## config.mk

```make
export PLATFORM = sky130hd
export DESIGN_NAME = parallel_frame_rx
export DESIGN_NICKNAME = d
export VERILOG_FILES = /design/src/rtl/parallel_pkg.sv /design/src/rtl/bus_sync.sv /design/src/rtl/parallel_frame_rx.sv
export SDC_FILE = /design/constraint.sdc
export NUM_CORES = 1
export LEC_CHECK = 0
export CELL_PAD_IN_SITES_DETAIL_PLACEMENT = 1
export CELL_PAD_IN_SITES_GLOBAL_PLACEMENT = 2
export CORE_ASPECT_RATIO = 1.2
export CORE_MARGIN = 2
export CORE_UTILIZATION = 47
export CTS_BUF_LIST = sky130_fd_sc_hd__clkbuf_8
export DETAILED_ROUTE_END_ITERATION = 8
export PLACE_DENSITY = 0.92
export SYNTH_ARGS = -nofsm -noshare
export SYNTH_HDL_FRONTEND = slang
export SYNTH_SLANG_ARGS = --single-unit
```

## constraint.sdc

```tcl
create_clock -name clock -period 3.4 [get_ports clock]
set_input_delay 0.68 -clock clock [delete_from_list [all_inputs] [get_ports clock]]
set_output_delay 0.68 -clock clock [all_outputs]
set_load 0.01 [all_outputs]
```

## src/rtl/parallel_pkg.sv

```systemverilog
// Shared definitions for the parallel-bus receive framer: byte width,
// default start-of-frame marker and the framer state encoding.
package parallel_pkg;

  localparam int BYTE_W = 8;

  localparam logic [BYTE_W-1:0] SOF_DEFAULT = 8'hA5;

  typedef enum logic [2:0] {
    ST_IDLE    = 3'd0,
    ST_LEN     = 3'd1,
    ST_PAYLOAD = 3'd2,
    ST_CHK     = 3'd3,
    ST_DRAIN   = 3'd4
  } state_t;

endpackage

```

## src/rtl/bus_sync.sv

```systemverilog
// Brings the Pi's asynchronous strobe, chip select and data pins into the
// clock domain and turns each strobe falling edge (while selected) into a
// single-cycle byte strobe carrying the sampled data.
module bus_sync
  import parallel_pkg::*;
(
  input  logic              clock,
  input  logic              reset_n,
  input  logic              bus_clock,
  input  logic              chip_select,
  input  logic [BYTE_W-1:0] bus_data,
  output logic              cap,
  output logic [BYTE_W-1:0] cap_data,
  output logic              cs_sync
);

  logic              bclk_s1, bclk_s2, bclk_d;
  logic              cs_s1, cs_s2;
  logic [BYTE_W-1:0] data_s1, data_s2;

  // Two-flop synchronizers for every pin, plus a delayed strobe copy for edge detection.
  // NOTE: non-blocking assignments make each stage take the previous stage's old value;
  // blocking ones would collapse the chain into a single flop.
  always_ff @(posedge clock or negedge reset_n) begin
    if (!reset_n) begin
      bclk_s1 <= 1'b0;
      bclk_s2 <= 1'b0;
      bclk_d  <= 1'b0;
      cs_s1   <= 1'b0;
      cs_s2   <= 1'b0;
      data_s1 <= '0;
      data_s2 <= '0;
    end else begin
      bclk_s1 <= bus_clock;
      bclk_s2 <= bclk_s1;
      bclk_d  <= bclk_s2;
      cs_s1   <= chip_select;
      cs_s2   <= cs_s1;
      data_s1 <= bus_data;
      data_s2 <= data_s1;
    end
  end

  // Registered falling-edge detect: one cap pulse per strobe while the FPGA is reading.
  always_ff @(posedge clock or negedge reset_n) begin
    if (!reset_n) begin
      cap      <= 1'b0;
      cap_data <= '0;
    end else begin
      cap      <= bclk_d & ~bclk_s2 & cs_s2;
      cap_data <= data_s2;
    end
  end

  assign cs_sync = cs_s2;

endmodule

```

## src/rtl/parallel_frame_rx.sv

```systemverilog
// Receive framer: parses SOF / LEN / payload / checksum frames from the
// synchronized bus, buffers the payload and releases it on a ready/valid
// stream only after the checksum verifies.
module parallel_frame_rx
  import parallel_pkg::*;
#(
  parameter int                MAX_LEN = 16,
  parameter logic [BYTE_W-1:0] SOF     = SOF_DEFAULT
) (
  input  logic              clock,
  input  logic              reset_n,
  input  logic              bus_clock,
  input  logic              chip_select,
  input  logic [BYTE_W-1:0] bus_data,
  output logic [BYTE_W-1:0] out_data,
  output logic              out_valid,
  output logic              out_last,
  input  logic              out_ready,
  output logic              frame_ok,
  output logic              frame_err,
  output logic              rx_overrun
);

  // Address width of the payload buffer; the counters carry one extra bit so
  // they can hold the value MAX_LEN itself.
  localparam int AW = (MAX_LEN > 1) ? $clog2(MAX_LEN) : 1;
  localparam int IW = AW + 1;

  localparam logic [BYTE_W-1:0] MAX_LEN_B = BYTE_W'(MAX_LEN);
  localparam logic [IW-1:0]     IDX_ONE   = IW'(1);

  logic              cap;
  logic [BYTE_W-1:0] cap_data;
  logic              cs_sync;
  logic              cs_prev;
  logic              cs_fall;

  state_t            state;
  logic [IW-1:0]     len_q;
  logic [IW-1:0]     idx;
  logic [IW-1:0]     rd;
  logic [BYTE_W-1:0] sum;

  logic [BYTE_W-1:0] mem [MAX_LEN];

  logic [IW-1:0]     idx_next;
  logic [IW-1:0]     rd_next;
  logic              handshake;
  logic              mem_wr;

  bus_sync u_bus_sync (
    .clock       (clock),
    .reset_n     (reset_n),
    .bus_clock   (bus_clock),
    .chip_select (chip_select),
    .bus_data    (bus_data),
    .cap         (cap),
    .cap_data    (cap_data),
    .cs_sync     (cs_sync)
  );

  assign cs_fall   = cs_prev & ~cs_sync;
  assign idx_next  = idx + IDX_ONE;
  assign rd_next   = rd + IDX_ONE;
  assign handshake = out_valid & out_ready;
  assign mem_wr    = (state == ST_PAYLOAD) && cap && !cs_fall;

  // Payload buffer write port.
  // NOTE: the buffer has no reset; every location is written before it is read,
  // and a reset would stop it mapping onto a plain register file or RAM.
  always_ff @(posedge clock) begin
    if (mem_wr) begin
      mem[idx[AW-1:0]] <= cap_data;
    end
  end

  // Frame parser, checksum accumulator and registered output stream.
  always_ff @(posedge clock or negedge reset_n) begin
    if (!reset_n) begin
      state      <= ST_IDLE;
      len_q      <= '0;
      idx        <= '0;
      rd         <= '0;
      sum        <= '0;
      cs_prev    <= 1'b0;
      out_data   <= '0;
      out_valid  <= 1'b0;
      out_last   <= 1'b0;
      frame_ok   <= 1'b0;
      frame_err  <= 1'b0;
      rx_overrun <= 1'b0;
    end else begin
      cs_prev    <= cs_sync;
      frame_ok   <= 1'b0;
      frame_err  <= 1'b0;
      rx_overrun <= 1'b0;

      case (state)
        ST_IDLE: begin
          if (cap && cap_data == SOF) begin
            state <= ST_LEN;
          end
        end

        ST_LEN: begin
          if (cs_fall) begin
            frame_err <= 1'b1;
            state     <= ST_IDLE;
          end else if (cap) begin
            if (cap_data == '0 || cap_data > MAX_LEN_B) begin
              frame_err <= 1'b1;
              state     <= ST_IDLE;
            end else begin
              len_q <= IW'(cap_data);
              sum   <= cap_data;
              idx   <= '0;
              state <= ST_PAYLOAD;
            end
          end
        end

        ST_PAYLOAD: begin
          if (cs_fall) begin
            frame_err <= 1'b1;
            state     <= ST_IDLE;
          end else if (cap) begin
            sum <= sum + cap_data;
            idx <= idx_next;
            if (idx_next == len_q) begin
              state <= ST_CHK;
            end
          end
        end

        ST_CHK: begin
          if (cs_fall) begin
            frame_err <= 1'b1;
            state     <= ST_IDLE;
          end else if (cap) begin
            if (cap_data == sum) begin
              frame_ok  <= 1'b1;
              out_valid <= 1'b1;
              out_data  <= mem[0];
              out_last  <= (len_q == IDX_ONE);
              rd        <= '0;
              state     <= ST_DRAIN;
            end else begin
              frame_err <= 1'b1;
              state     <= ST_IDLE;
            end
          end
        end

        ST_DRAIN: begin
          // The bus cannot be back-pressured, so bytes arriving now are lost.
          if (cap) begin
            rx_overrun <= 1'b1;
          end
          if (handshake) begin
            if (out_last) begin
              out_valid <= 1'b0;
              out_last  <= 1'b0;
              state     <= ST_IDLE;
            end else begin
              rd       <= rd_next;
              out_data <= mem[rd_next[AW-1:0]];
              out_last <= (rd_next == len_q - IDX_ONE);
            end
          end
        end

        default: state <= ST_IDLE;
      endcase
    end
  end

endmodule

```

==> flow_summary_export.csv, run 1 <==
group,metric,value,unit
setup_path,path_cells,"ha_1 > or4_1 > nor4_4 > a31oi_4 > nand2_2 > o211ai_2",
clocking,post-cts-setup-buffer-count,0,
detailed_routing,antenna_left,0,
grt,antenna_found_initial,1,
layout,antennaDiodeCount,0,
floorplan,num_rows,53,
layout,mostFrequentLayoutCell,"edfxtp_1",
floorplan,fp.dieW,125.3,µm
synthesis,avgSynthCellArea,16.04,µm²
setup_path,worstPathMaxFanout,19,
setup_path,required,3.72,ns
synthesis,syn_nets,545,
setup_path,path_class,"reg -> reg",
sta,tns,0,ns
setup_path,cp_top_family,"simple AND/OR/NAND/NOR gates",
grt,grt_start_max_net_pins,71,
floorplan,die_h,149.5,µm
synthesis,ys_seq_elements,198,
layout,layout_common_cells,"edfxtp_1 (128), dfrtp_1 (69), nand2_1 (45)",
detailed_routing,drc_errors,0,
synthesis,ys_types,58,
setup_path,cp_slowest_stage_delay,0.69,ns
sta,min_period,2.718,ns
layout,nNetsFinal,596,
flow_run,maxCapViolCount,0,
setup_path,cp.arrival,3.03,ns
setup_path,cp_slowest_cell,"dfrtp_1",
clocking,cts_made_buffers,17,
detailed_routing,wire_per_inst,23.18,µm
floorplan,io_pins,26,
place,io_buffers,25,
pwr,p_per_area,675.4,nW/µm²
clocking,clk_path_buf_depth,2,
grt,grt_pass1_wl,29320,µm
synthesis,syn_area,8294,µm²
grt,grt_usage,21.20,%
detailed_routing,vias_per_cell,5.792,
sta,tightest_slew,0.9058,ns
sta,finalHoldViolCount,0,
layout,area_growth,12.63,%
setup_path,cp_num_buf_inv,0,
setup_path,end_kind,"flop",
layout,fin_cells,801,
sta,fin_crit_sh,79.93,%
sta,fin_skew,0.01184,ns
grt,grt_pass1_vias,5198,
grt,overflow,0,
detailed_routing,wirelength,18570,µm
sta,relSlewSlack,39.62,%
detailed_routing,dr.pass1.iters,4,
synthesis,synth_edf_count,128,
clocking,cts_tree,"done",
synthesis,yosysWarnings,0,
sta,setup_viol,0,
synthesis,ys.flop_type,"edfxtp_1",
sta,slew_viol_final,0,
synthesis,yosysSeqAreaShare,67.46,%
clocking,path_clk_slew,0.10,ns
floorplan,dieArea,18730,µm²
synthesis,synthArstFlopShare,35.35,%
run_status,status,"finished clean",
clocking,h-tree-depth,4,
clocking,cts_resized,0,
place,place_hpwl,12320,µm
pwr,p_leak,3.429,nW
synthesis,syn_inst,517,
clocking,cts.root.buffer_cell,"clkbuf_8",
pwr,ir_drop,408.0,µV
place,dpl.cell_count,769,
clocking,clk-insertion-delay-late,0.47,ns
setup_path,start_kind,"flop",
floorplan,core_area,17370,µm²
detailed_routing,vias,4639,
worst_hold_path,worstHoldPathType,"in -> async",
clocking,hold_buffers,0,
sta,clock.fmax,368.0,MHz
detailed_routing,dr.first_iter.drc_count,323,
place,gp_congestion,0.7917,
floorplan,start_util,47.74,%
clocking,clock_sinks,198,
sta,rsz0062_at_grt,"false",
layout,drive_above_1_share,22.72,%
==> final timing paths <==
path	endpoint	from	slack [ns]	cells after the start
worst max-delay path	out_data[6]	u_bus_sync.cap_data[5]	0.68	6
worst min-delay path	out_data[1]	reset_n	0.30	1
worst max register to register	out_data[6]	u_bus_sync.cap_data[5]	0.68	6
worst min register to register	u_bus_sync.data_s2[1]	u_bus_sync.data_s1[1]	0.36	0
max in group asynchronous	sum[4]	reset_n	2.46	1
min in group clock	u_bus_sync.data_s2[1]	u_bus_sync.data_s1[1]	0.36	0
==> layer usage <==
metal | global-route usage, % | vias up | share of wire [%]
met1 | 25.34 | 2406 | 38
met4 | 8.944 | 2 | 2.6
met3 | 4.076 | 31 | 5.3
li1 | - | 2071 | -
met5 | 0 | - | 0.20
met2 | 37.77 | 129 | 54
==> through the flow <==
stage	hold slack, ns	setup slack [ns]	utilization (%)	power, mW	instance area (µm²)
4_1_cts	0.3292	0.6427	53.77	6.390	9341
3_5_place_dp	0.3371	0.6437	51.43	4.835	8935
5_1_grt	0.3559	0.4955	53.77	6.585	9341
2_1_floorplan	0.3312	0.8587	-	4.215	8294
6_report	0.2955	0.6824	53.77	6.309	9341
3_3_place_gp	0.3326	0.7980	51.43	4.715	8935
==> final cells by class <==
class / instances / area [µm²]
clock buffer: 18 / 247.7
fill: 1668 / 8033
clock inverter: 14 / 158.9
tap: 220 / 275.3
sequential: 198 / 5597
timing repair buffer: 52 / 450.4
inverter: 13 / 48.80
multi-input combinational: 286 / 2564
==> cells in the mapped netlist, drive strengths merged (13+ instances only) <==
| library cell | count | area (µm²) |
|---|---|---|
| edfxtp | 128 | 3844 |
| dfrtp | 70 | 1752 |
| nand2 | 53 | 219.0 |
| mux4 | 32 | 720.7 |
| mux2 | 18 | 202.7 |
| o211ai | 18 | 175.2 |
| nor2 | 15 | 56.30 |
| ha | 14 | 175.2 |
| o21ai | 14 | 73.82 |
| xor2 | 14 | 122.6 |
| inv | 13 | 48.80 |
| nor3 | 13 | 65.06 |
==> logic make-up after synthesis <==
kind of cell             count (synthesis)  share of synthesized area [%]
flip-flops                             198                          67.46
AND/OR/NAND/NOR                        125                          7.859
AO/OA/AOI/OAI                           64                          5.959
multiplexers                            59                          12.22
buffers and inverters                   33                          1.720
XOR/XNOR                                23                          2.429
adder cells (fa/ha/maj)                 15                          2.353
==> power by group <==
group / leakage, nW / switching, mW / internal, mW / total, mW
clock network: 0.212 / 0.800 / 0.743 / 1.54
logic: 1.19 / 1.05 / 0.958 / 2.01
registers: 2.03 / 0.0905 / 2.67 / 2.76
==> state kept, by name, indices dropped and copies added (netlist names) <==
name / flops
mem: 128
out_data: 8
sum: 8
u_bus_sync.cap_data: 8
u_bus_sync.data_s1: 8
u_bus_sync.data_s2: 8
idx: 5
len_q: 5
rd: 5
state: 3
cs_prev: 1
frame_err: 1
frame_ok: 1
out_last: 1
out_valid: 1
rx_overrun: 1
u_bus_sync.bclk_d: 1
u_bus_sync.bclk_s1: 1
u_bus_sync.bclk_s2: 1
u_bus_sync.cap: 1
u_bus_sync.cs_s1: 1
u_bus_sync.cs_sync: 1
Power figures use the tool's default switching activity.
==> run 2, diff against run 1 <==
Clock period 3.4 ns to 2.6 ns, I/O delays scaled along.
==> flow_summary_export.csv, run 2 (synthesized netlist as in run 1, its figures left out) <==
group,metric,value,unit
setup_path,end_kind,"flop",
sta,rsz0062_at_grt,"false",
layout,layout_common_cells,"edfxtp_1 (128), dfrtp_1 (69), nand2_1 (45)",
clocking,hold_buffers,0,
layout,drive_above_1_share,23.99,%
setup_path,worstPathMaxFanout,6,
pwr,ir_drop,576.4,µV
clocking,cts_tree,"done",
grt,overflow,0,
setup_path,start_kind,"flop",
clocking,clk-insertion-delay-late,0.45,ns
sta,min_period,2.439,ns
floorplan,num_rows,53,
clocking,post-cts-setup-buffer-count,0,
sta,slew_viol_final,0,
worst_hold_path,worstHoldPathType,"in -> async",
floorplan,io_pins,26,
clocking,h-tree-depth,4,
layout,area_growth,13.95,%
pwr,p_per_area,889.1,nW/µm²
grt,antenna_found_initial,0,
floorplan,dieArea,18730,µm²
place,gp_congestion,0.8269,
detailed_routing,dr.pass1.iters,5,
grt,grt_pass1_wl,30060,µm
layout,utilization,54.40,%
sta,fin_crit_sh,93.80,%
floorplan,core_area,17370,µm²
sta,clock.fmax,410.1,MHz
setup_path,cp.arrival,2.78,ns
place,io_buffers,25,
pwr,p_leak,3.500,nW
grt,grt_usage,21.59,%
detailed_routing,drc_errors,0,
detailed_routing,wire_per_inst,23.51,µm
sta,relSlewSlack,52.06,%
floorplan,die_h,149.5,µm
detailed_routing,dr.first_iter.drc_count,323,
clocking,cts_made_buffers,17,
flow_run,maxCapViolCount,0,
detailed_routing,wirelength,19090,µm
grt,grt_start_max_net_pins,52,
floorplan,start_util,47.74,%
floorplan,fp.dieW,125.3,µm
layout,nNetsFinal,607,
layout,antennaDiodeCount,0,
detailed_routing,antenna_left,0,
sta,tns,0,ns
clocking,cts_resized,0,
detailed_routing,vias_per_cell,5.773,
layout,largest_reg_flops,128,
sta,setup_viol,0,
layout,mostFrequentLayoutCell,"edfxtp_1",
sta,fin_skew,0.01012,ns
sta,tightest_slew,0.7191,ns
clocking,clk_path_buf_depth,2,
clocking,cts.root.buffer_cell,"clkbuf_8",
grt,grt_pass1_vias,5233,
setup_path,path_class,"reg -> reg",
detailed_routing,vias,4688,
clocking,clock_sinks,198,
run_status,status,"finished clean",
sta,finalHoldViolCount,0,
setup_path,required,2.94,ns
place,place_hpwl,13060,µm
clocking,path_clk_slew,0.09,ns
[run 2: power by group]
part / internal, mW / total [mW] / switching (mW) / leakage (nW)
clock: 1.04 / 2.04 / 1.00 / 0.225
combinational: 1.32 / 2.76 / 1.44 / 1.25
sequential: 3.49 / 3.60 / 0.112 / 2.03
total: 5.85 / 8.40 / 2.56 / 3.50
[run 2: final cells by class]
class                      count  area (µm²)
fill                        1632        7923
clock inverter                11       132.6
tap                          220       275.3
inverter                      13       48.80
clock buffer                  21       289.0
timing repair buffer          63       545.5
sequential                   198        5597
multi-input combinational    286        2564
[run 2: per-stage QoR]
stage / area [µm²] / setup WS, ns / cells / hold WS (ns) / power, mW
after floorplan: 8294 / 0.05873 / 517 / 0.2244 / 5.512
after global placement: 9010 / 0.08321 / 779 / 0.3324 / 6.285
after detailed placement: 9010 / 0.01883 / 779 / 0.3355 / 6.443
after CTS: 9432 / 0.02102 / 811 / 0.1065 / 8.491
after global routing: 9452 / 0.08939 / 812 / 0.1287 / 8.770
final: 9452 / 0.1613 / 812 / 0.1009 / 8.404
[run 2: worst max-delay path, cell delays in order (launching register included)]
cell and delay (ns):
dfrtp_1 0.39, ha_1 0.39, or4_4 0.56, nor4_4 0.39, nand3_1 0.18, o21ai_2 0.10, mux2_1 0.32
[run 2: routing by layer]
layer	up-vias	global-route usage (%)	routed length, µm
li1	2092	-	-
met3	31	3.182	516
met5	-	0	0
met1	2467	25.82	7685
met2	98	39.59	10380
met4	0	8.222	513
[run 2: path summary, 6_finish.rpt]
kind | from | to | slack [ns] | cells after the start
min in group clock | u_bus_sync.data_s1[2] | u_bus_sync.data_s2[2] | 0.35 | 0
worst max register to register | u_bus_sync.cap_data[4] | out_last | 0.16 | 6
worst min-delay path | reset_n | out_data[6] | 0.10 | 1
worst min register to register | u_bus_sync.data_s1[2] | u_bus_sync.data_s2[2] | 0.35 | 0
max in group asynchronous | reset_n | u_bus_sync.cap_data[5] | 1.83 | 2
worst max-delay path | u_bus_sync.cap_data[4] | out_last | 0.16 | 6
